===== config.mk =====
export PLATFORM = sky130hd
export DESIGN_NAME = main_controller
export DESIGN_NICKNAME = d
export VERILOG_FILES = /design/src/rtl/mips_ctrl_pkg.sv /design/src/rtl/main_controller.sv
export SDC_FILE = /design/constraint.sdc
export NUM_CORES = 1
export LEC_CHECK = 0
export CELL_PAD_IN_SITES_DETAIL_PLACEMENT = 0
export CELL_PAD_IN_SITES_GLOBAL_PLACEMENT = 1
export CORE_MARGIN = 2
export CORE_UTILIZATION = 27
export CTS_BUF_LIST = sky130_fd_sc_hd__clkbuf_8
export CTS_CLUSTER_SIZE = 8
export DETAILED_ROUTE_END_ITERATION = 10
export PLACE_DENSITY = 0.88
export SETUP_SLACK_MARGIN = 0.5
export SLEW_MARGIN = 20
export SYNTH_ARGS = -nofsm -noshare
export SYNTH_HDL_FRONTEND = slang
export SYNTH_SLANG_ARGS = --single-unit

===== constraint.sdc =====
create_clock -name clk -period 1.5 [get_ports clk]
set_clock_uncertainty 0.1 [all_clocks]
set_input_delay 0.3 -clock clk [delete_from_list [all_inputs] [get_ports clk]]
set_output_delay 0.3 -clock clk [all_outputs]
set_load 0.1 [all_outputs]

===== src/rtl/mips_ctrl_pkg.sv =====
// Shared encodings for the multi-cycle MIPS controller: opcodes, ALU classes,
// mux selects and the controller state enumeration.
package mips_ctrl_pkg;

  localparam logic [5:0] OP_R    = 6'b000000;
  localparam logic [5:0] OP_LW   = 6'b100011;
  localparam logic [5:0] OP_SW   = 6'b101011;
  localparam logic [5:0] OP_BEQ  = 6'b000100;
  localparam logic [5:0] OP_J    = 6'b000010;
  localparam logic [5:0] OP_ADDI = 6'b001000;
  localparam logic [5:0] OP_SLTI = 6'b001010;

  localparam logic [1:0] ALU_ADD  = 2'b00;
  localparam logic [1:0] ALU_SUB  = 2'b01;
  localparam logic [1:0] ALU_FUNC = 2'b10;
  localparam logic [1:0] ALU_SLT  = 2'b11;

  localparam logic [1:0] SRCB_REG     = 2'b00;
  localparam logic [1:0] SRCB_FOUR    = 2'b01;
  localparam logic [1:0] SRCB_IMM     = 2'b10;
  localparam logic [1:0] SRCB_IMM_SH2 = 2'b11;

  localparam logic [1:0] PCSRC_ALU    = 2'b00;
  localparam logic [1:0] PCSRC_ALUOUT = 2'b01;
  localparam logic [1:0] PCSRC_JUMP   = 2'b10;

  typedef enum logic [3:0] {
    S_INIT, S_FETCH, S_DECODE, S_MEM_ADDR, S_MEM_RD, S_MEM_WB, S_MEM_WR,
    S_R_EXEC, S_R_WB, S_BEQ, S_JUMP, S_ADDI_EX, S_SLTI_EX, S_I_WB
  } state_e;

endpackage


===== src/rtl/main_controller.sv =====
// Moore FSM sequencing the multi-cycle MIPS datapath; only illegal_op (DECODE)
// and pc_load (zero flag) look at inputs combinationally.
module main_controller
  import mips_ctrl_pkg::*;
(
  input  logic       clk,
  input  logic       rst_n,
  input  logic [5:0] opcode,
  input  logic       zero,
  output logic [1:0] alu_op,
  output logic       pc_write,
  output logic       pc_write_cond,
  output logic       pc_load,
  output logic       i_or_d,
  output logic       mem_read,
  output logic       mem_write,
  output logic       ir_write,
  output logic       mem_to_reg,
  output logic       reg_dst,
  output logic       reg_write,
  output logic       alu_src_a,
  output logic       instr_done,
  output logic       illegal_op,
  output logic [1:0] alu_src_b,
  output logic [1:0] pc_src
);

  state_e state_q, state_d;

  always_ff @(posedge clk or negedge rst_n) begin
    if (!rst_n) state_q <= S_INIT;
    else        state_q <= state_d;
  end

  always_comb begin
    state_d       = state_q;
    alu_op        = ALU_ADD;
    alu_src_b     = SRCB_REG;
    pc_src        = PCSRC_ALU;
    pc_write      = 1'b0;
    pc_write_cond = 1'b0;
    i_or_d        = 1'b0;
    mem_read      = 1'b0;
    mem_write     = 1'b0;
    ir_write      = 1'b0;
    mem_to_reg    = 1'b0;
    reg_dst       = 1'b0;
    reg_write     = 1'b0;
    alu_src_a     = 1'b0;
    instr_done    = 1'b0;
    illegal_op    = 1'b0;
    unique case (state_q)
      S_INIT: state_d = S_FETCH;
      S_FETCH: begin
        mem_read  = 1'b1;
        ir_write  = 1'b1;
        pc_write  = 1'b1;
        alu_src_b = SRCB_FOUR;
        state_d   = S_DECODE;
      end
      S_DECODE: begin
        // branch target is computed speculatively here for BEQ
        alu_src_b = SRCB_IMM_SH2;
        case (opcode)
          OP_LW, OP_SW: state_d = S_MEM_ADDR;
          OP_R:         state_d = S_R_EXEC;
          OP_BEQ:       state_d = S_BEQ;
          OP_J:         state_d = S_JUMP;
          OP_ADDI:      state_d = S_ADDI_EX;
          OP_SLTI:      state_d = S_SLTI_EX;
          default: begin
            illegal_op = 1'b1;
            state_d    = S_FETCH;
          end
        endcase
      end
      S_MEM_ADDR: begin
        alu_src_a = 1'b1;
        alu_src_b = SRCB_IMM;
        state_d   = (opcode == OP_SW) ? S_MEM_WR : S_MEM_RD;
      end
      S_MEM_RD: begin
        mem_read = 1'b1;
        i_or_d   = 1'b1;
        state_d  = S_MEM_WB;
      end
      S_MEM_WB: begin
        reg_write  = 1'b1;
        mem_to_reg = 1'b1;
        instr_done = 1'b1;
        state_d    = S_FETCH;
      end
      S_MEM_WR: begin
        mem_write  = 1'b1;
        i_or_d     = 1'b1;
        instr_done = 1'b1;
        state_d    = S_FETCH;
      end
      S_R_EXEC: begin
        alu_src_a = 1'b1;
        alu_op    = ALU_FUNC;
        state_d   = S_R_WB;
      end
      S_R_WB: begin
        reg_write  = 1'b1;
        reg_dst    = 1'b1;
        instr_done = 1'b1;
        state_d    = S_FETCH;
      end
      S_BEQ: begin
        alu_src_a     = 1'b1;
        alu_op        = ALU_SUB;
        pc_write_cond = 1'b1;
        pc_src        = PCSRC_ALUOUT;
        instr_done    = 1'b1;
        state_d       = S_FETCH;
      end
      S_JUMP: begin
        pc_write   = 1'b1;
        pc_src     = PCSRC_JUMP;
        instr_done = 1'b1;
        state_d    = S_FETCH;
      end
      S_ADDI_EX: begin
        alu_src_a = 1'b1;
        alu_src_b = SRCB_IMM;
        state_d   = S_I_WB;
      end
      S_SLTI_EX: begin
        alu_src_a = 1'b1;
        alu_src_b = SRCB_IMM;
        alu_op    = ALU_SLT;
        state_d   = S_I_WB;
      end
      S_I_WB: begin
        reg_write  = 1'b1;
        instr_done = 1'b1;
        state_d    = S_FETCH;
      end
      default: state_d = S_INIT;
    endcase
  end

  assign pc_load = pc_write | (pc_write_cond & zero);

endmodule


Yosys cells after proc, flatten, opt, wreduce, memory -nomap -nowiden:

Cells that the tools add are included.

* register bits: 4
* input bits: 9
* output and inout port bits: 19
* word-level logic and storage cells: 54

* equal/unequal tests: 19
* mux-type cells: 19
* bitwise logic cells: 2
* reduce and logical (&&, ||, !) cells: 13

Operator list (count)
* $pmux 4 s7: 1
* $eq 4x4->1 const B: 6
* $pmux 4 s6: 1
* $eq 4x3->1 const B: 4
* $reduce_or 7->1: 2
* $mux 1: 13
* $eq 6x4->1 const B: 2
* $eq 6x6->1 const B: 2
* $pmux 2 s3: 2
* $reduce_or 2->1: 5
* $eq 4x2->1 const B: 2
* $eq 6x2->1 const B: 1
* $eq 6x3->1 const B: 1
* $logic_not 6->1: 1
* $reduce_or 3->1: 2
* $reduce_or 6->1: 1
* $reduce_or 5->1: 1
* $eq 4x1->1 const B: 1
* $logic_not 4->1: 1
* $pmux 2 s2: 1
* $mux 2: 1
* $and 1x1->1: 1
* $or 1x1->1: 1

Longest topological paths before layout:

Gate-level depths: netlist of the first run.

* word-level depth: 4
* gate-level depth with buffers: 4
* mapped depth without buffers: 3

Worst setup path before layout of the first run:

No wires, ideal clock.

* path kind: register -> output
* from: reg state_q[3]
* to: out instr_done
* data arrival time: 3.010 ns
* required time: 1.100 ns
* path slack: -1.910 ns
* cell stages (with the launch flop): 4
* path buffers: 1
* path through: dfrtp_1 > buf_4 > nand2b_1 > a221oi_1

* longest elaborated chain between the ends: 3
* elaborated cells on any way between the ends: 8
* those cells by class: eq/ne: 6; mux: 1; reduce/logical: 1

RTL lines
* start: declaration: line main_controller.sv:28 `state_e state_q, state_d;`
* start signal: assignment: line main_controller.sv:32 `else state_q <= state_d;`
* $eq 4x4->1 / $eq 4x3->1 (equally long branches): line main_controller.sv:52 `unique case (state_q)`
* $reduce_or 6->1 (no source line) *
* $mux 1 *: line main_controller.sv:52
* end: declaration: line main_controller.sv:22 `output logic instr_done,`

Every way passes the cells marked *; elsewhere a longest branch is shown, timed or not.

Final worst setup path of the first run:

* from: reg state_q[0]
* to: out alu_op[1]

* longest elaborated chain between the ends: 2
* elaborated cells on any way between the ends: 4
* those cells by class: eq/ne: 3; mux: 1

RTL lines
* $eq 4x4->1 / $eq 4x3->1 (equally long branches): line main_controller.sv:52
* $pmux 2 s3 *: line main_controller.sv:52
* end: declaration: line main_controller.sv:10 `output logic [1:0] alu_op,`

Marked as above.

==> results of run 1 <==
==> cells in the final DEF (no fill, tap or decap), types with 2 or more instances in the layout <==
| cell | netlist | routed |
|---|---|---|
| a21o_1 | 3 | 3 |
| a21oi_4 | 0 | 3 |
| and2_4 | 0 | 2 |
| buf_12 | 0 | 19 |
| buf_4 | 3 | 26 |
| buf_6 | 0 | 14 |
| clkbuf_8 | 0 | 3 |
| clkdlybuf4s15_1 | 0 | 2 |
| clkdlybuf4s50_1 | 0 | 2 |
| dfrtp_2 | 0 | 4 |
| dlygate4sd2_1 | 0 | 3 |
| inv_1 | 2 | 2 |
| nand2_1 | 7 | 5 |
| nand2b_4 | 0 | 6 |
| nand3b_1 | 2 | 2 |
| nor2_4 | 0 | 8 |
| nor3_4 | 0 | 2 |
| or2_4 | 0 | 2 |
==> worst max-delay path, cell delays in order, from the launching register on <==
cell and delay (ps):
dfrtp_2 510, buf_6 190, mux2i_1 210, and2_4 170
buf_12 160
==> kinds of logic after synthesis <==
logic type             synth area share
AO/OA/AOI/OAI                     0.260
XOR/XNOR                         0.0331
buffers and inverters            0.0757
flip-flops                        0.189
multiplexers                     0.0189
AND/OR/NAND/NOR                   0.423
==> routing by layer <==
layer / global-route usage / vias up / share of wire
met3: 0.0481 / 16 / 0.045
met5: 0 / - / 0
met4: 0.135 / 0 / 0.042
met2: 0.497 / 55 / 0.56
li1: - / 394 / -
met1: 0.271 / 447 / 0.36
==> layout make-up <==
type,count,area (µm²)
inverters,2,7.51
flip-flops and latches,4,105
multi-input cells,62,673
fillers,83,230
well taps,27,33.8
repair buffers,67,811
clock buffers,3,41.3
==> repair_timing <==
action | CTS | global route
buffers inserted | 6 | 4
pin swaps | 13 | 12
endpoints found under the setup margin | 23 | 23
gates resized for setup | 38 | 17
==> path summary, 6_finish.rpt <==
check	start	end	slack (ps)	cells after the start
max	state_q[0]$_DFF_PN0_	alu_op[1]	-380	4
min	rst_n	state_q[3]$_DFF_PN0_	180	1
max reg2reg	state_q[3]$_DFF_PN0_	state_q[3]$_DFF_PN0_	-40	6
min reg2reg	state_q[2]$_DFF_PN0_	state_q[0]$_DFF_PN0_	720	3
max in group asynchronous	rst_n	state_q[2]$_DFF_PN0_	920	1
min in group clk	opcode[0]	state_q[2]$_DFF_PN0_	510	4
==> through the flow <==
stage               TNS [ps]   util  cells  setup WS, ps
finish                 -5920  0.879    165          -376
global route           -6500  0.879    165          -417
CTS                    -5480  0.830    161          -339
detailed placement     -3470  0.734    152          -490
global placement       -2780  0.734    152          -436
floorplan              -5930      -     73          -478
==> run_results.csv, run 1 <==
group,metric,value,unit
floorplanning,row_count,16,
global_route,grt_pass1_vias,876,
run_status,violations,"setup timing",
sta,period_share,1.25,
sta,maxSlewViolCount,0,
routing,post-route-drc-count,0,
logic_synthesis,synthMostInstantiatedCell,"nor2_1",
logic_synthesis,synth_top_area_cell,"dfrtp_1",
routing,vias_per_cell,5.53,
clock_network,cts_root_buf,"clkbuf_8",
global_route,grt_pass1_wl,4.15,mm
layout,largest_reg_flops,4,
job,maxCapViolCount,0,
logic_synthesis,async_reset_ff_frac,1.00,
worst_setup_path,critPathKind,"reg2out",
worst_setup_path,cp_max_fo,8,
sta,worst_slew_pin_slew,332,ps
logic_synthesis,syn_area,529,µm²
logic_synthesis,synth_cell_types,32,
floorplanning,die-width,48.3,µm
clock_network,cts.clk_slew.worst_paths,40,ps
layout,antennaDiodeCount,0,
floorplanning,start_util,0.278,
logic_synthesis,synth.avg_cell_area,7.25,µm²
routing,drtIter0Drc,11,
logic_synthesis,synth-edff-count,0,
routing,totalWireLength,3.13,mm
sta,fin_ws,-376,ps
layout,largestRegisters,"state_q: 4 flops",
place,io_buffers,27,
global_route,grt-ovfl-total,0,
logic_synthesis,syn_inst,73,
worst_setup_path,cp.required,1100,ps
logic_synthesis,yosysWarningCount,0,
routing,drt_first_pass_iters,4,
sta,rsz0062_at_grt,"yes",
min_path,worstHoldPathType,"in2async",
clock_network,cts_sinks,4,
logic_synthesis,synth_nets,82,
run_status,outcome,"finished with violations",
floorplanning,die_area,0.00233,mm²
clock_network,clk_latency,220,ps
worst_setup_path,worstSetupStartpointType,"flip-flop",
sta,fmax,0.533,GHz
floorplanning,die_h,48.3,µm
layout,drive_above_1_share,0.768,
logic_synthesis,synth_flop_cell,"dfrtp_1",
layout,top_register,"state_q",
sta,fin_crit,1880,ps
clock_network,htreeDepth,1,
floorplanning,core,0.00190,mm²
logic_synthesis,yosys-top-cells-count,"nor2_1 (9), nand2_1 (7), nand2b_1 (7), a21oi_1 (5), dfrtp_1 (4)",
logic_synthesis,synth_top_area_share,0.189,
floorplanning,top_level_ports,28,
routing,ant_nets,0,
sta,setup_viol_count_final,21,
routing,vias,912,
global_route,grt_usage,0.263,
clock_network,cts_buffers,3,
logic_synthesis,synth-seq-cells,4,
sta,slew_headroom,0.777,
layout,syn_to_final_growth,216,%
clock_network,cts_hold_buf,0,
global_route,grt_max_degree,9,
place,dp_hpwl,1.89,mm
global_route,antenna_found_initial,0,
clock_network,clockBufferDepth,2,
routing,wire_per_inst,19.0,µm
sta,whs,185,ps
layout,nNetsFinal,149,
sta,finalHoldViolations,0,
layout,fin_area,0.00167,mm²
place,place.gp.congestion,0.846,
clock_network,tritoncts,"built",
worst_setup_path,arrival,1480,ps
logic_synthesis,synth-seq-area-share,0.189,
place,post_dp_cell_area,0.00140,mm²
worst_setup_path,end_kind,"primary output",
logic_synthesis,synth_area_leaders,"dfrtp_1 (19%), nand2b_1 (8.3%), nor2_1 (6.4%)",
Power of run 1 is left out: the tool's default activity adds up to more than one toggle a clock period on the data nets, which glitch-free logic cannot reach.
==> run 2, diff against run 1 <==
--- a/config.mk
+++ b/config.mk
@@ -14,6 +14,7 @@
 export DETAILED_ROUTE_END_ITERATION = 10
 export PLACE_DENSITY = 0.88
 export SETUP_SLACK_MARGIN = 0.5
+export SKIP_LAST_GASP = 1
 export SLEW_MARGIN = 20
 export SYNTH_ARGS = -nofsm -noshare
 export SYNTH_HDL_FRONTEND = slang
==> run_results.csv, run 2 (synthesized netlist as in run 1, its figures left out) <==
group,metric,value,unit
worst_setup_path,critPathKind,"reg2out",
floorplanning,die-width,48.3,µm
layout,final_common_cell,"buf_4",
floorplanning,die_h,48.3,µm
sta,rsz0062_at_grt,"yes",
floorplanning,row_count,16,
layout,largestRegisters,"state_q: 4 flops",
global_route,grt_pass1_vias,870,
global_route,grt_use_met3,0.0481,
worst_setup_path,cpLargestDelayFamily,"flip-flops",
routing,post-route-drc-count,0,
clock_network,clockBufferDepth,2,
run_status,outcome,"finished with violations",
global_route,grt_max_degree,9,
layout,layout_common_cells,"buf_4 (26), buf_12 (19), buf_6 (14)",
clock_network,cts_root_buf,"clkbuf_8",
sta,setup_viol_count_final,21,
sta,finalHoldViolations,0,
layout,top_register,"state_q",
worst_setup_path,cp_max_fo,8,
run_status,violations,"setup timing",
worst_setup_path,crit_path_top_delay_cell,"dfrtp_2",
global_route,grt-ovfl-total,0,
global_route,grt_pass1_wl,4.12,mm
sta,fin_crit,1870,ps
worst_setup_path,cp.required,1100,ps
global_route,antenna_found_initial,0,
worst_setup_path,worstPathCellList,"buf_6, mux2i_1, and2_4, buf_12",
layout,largest_reg_flops,4,
clock_network,cts_sinks,4,
floorplanning,start_util,0.278,
sta,maxSlewViolCount,0,
clock_network,cts_buffers,3,
routing,totalWireLength,3.14,mm
global_route,grt_busiest_layer,"met2",
clock_network,cts_hold_buf,0,
clock_network,htreeDepth,1,
clock_network,cts.clk_slew.worst_paths,40,ps
sta,slew_headroom,0.769,
min_path,worstHoldPathType,"in2async",
global_route,grt_usage,0.262,
worst_setup_path,worst-path-buf-inv,2,
worst_setup_path,worstSetupStartpointType,"flip-flop",
worst_setup_path,cpPeakStageDelay,500,ps
sta,whs,185,ps
routing,drt_first_pass_iters,4,
floorplanning,die_area,0.00233,mm²
global_route,gr-usage-met2,0.497,
clock_network,tritoncts,"built",
floorplanning,core,0.00190,mm²
sta,worst_slew_pin_slew,344,ps
sta,fmax,0.534,GHz
layout,nNetsFinal,149,
job,maxCapViolCount,0,
clock_network,clk_latency,220,ps
place,io_buffers,27,
layout,drive_above_1_share,0.761,
routing,drtIter0Drc,11,
global_route,grt_util_met1,0.266,
place,place.gp.congestion,0.846,
routing,vias,907,
floorplanning,top_level_ports,28,
worst_setup_path,end_kind,"primary output",
sta,fin_ws,-373,ps
routing,vias_per_cell,5.50,
sta,period_share,1.25,
routing,wire_per_inst,19.0,µm
worst_setup_path,arrival,1470,ps
layout,syn_to_final_growth,215,%
layout,antennaDiodeCount,0,
place,dp_hpwl,1.89,mm
routing,ant_nets,0,
==> run 2: final timing paths <==
| path | cells past startpoint | end | startpoint | slack (ps) |
|---|---|---|---|---|
| setup reg to reg | 6 | state_q[3]$_DFF_PN0_ | state_q[3]$_DFF_PN0_ | -70 |
| hold / removal | 1 | state_q[3]$_DFF_PN0_ | rst_n | 180 |
| hold reg to reg | 3 | state_q[0]$_DFF_PN0_ | state_q[2]$_DFF_PN0_ | 720 |
| min in group clk | 4 | state_q[2]$_DFF_PN0_ | opcode[0] | 540 |
| setup / recovery | 4 | alu_op[1] | state_q[0]$_DFF_PN0_ | -370 |
| max in group asynchronous | 1 | state_q[2]$_DFF_PN0_ | rst_n | 920 |
==> run 2: metal layers <==
| layer | vias up | share of wire |
|---|---|---|
| met5 | - | 0 |
| met4 | 0 | 0.037 |
| met3 | 14 | 0.039 |
| met2 | 51 | 0.56 |
| met1 | 447 | 0.36 |
| li1 | 395 | - |
==> run 2: layout make-up <==
class / count / area [µm²]
timing repair buffer: 67 / 807
multi-input combinational: 62 / 673
fill: 86 / 234
sequential: 4 / 105
clock buffer: 3 / 41.3
tap: 27 / 33.8
inverter: 2 / 7.51
==> run 2: worst register-to-register path, cell delays in order (launching register included) <==
cell and delay [ps]:
dfrtp_2 470, buf_6 150, nor2_4 140, buf_6 130, buf_6 110, nand4_1 120
o211ai_1 240
==> run 2: timing repair <==
item / 4_1_cts / 5_1_grt
gates resized for setup: 35 / 17
buffers inserted: 6 / 4
pin swaps: 12 / 12
setup endpoints to repair: 23 / 23
==> run 2: metrics by stage <==
step / TNS, ps / util / cell area, µm² / std cells / worst slack [ps]
final: -5940 / 0.877 / 1670 / 165 / -373
after global placement: -2780 / 0.734 / 1400 / 152 / -436
after detailed placement: -3470 / 0.734 / 1400 / 152 / -490
after CTS: -5480 / 0.828 / 1570 / 161 / -339
after global routing: -6510 / 0.877 / 1670 / 165 / -417
after floorplan: -5930 / - / 736 / 73 / -478
Power of run 2 is left out for the same reason.
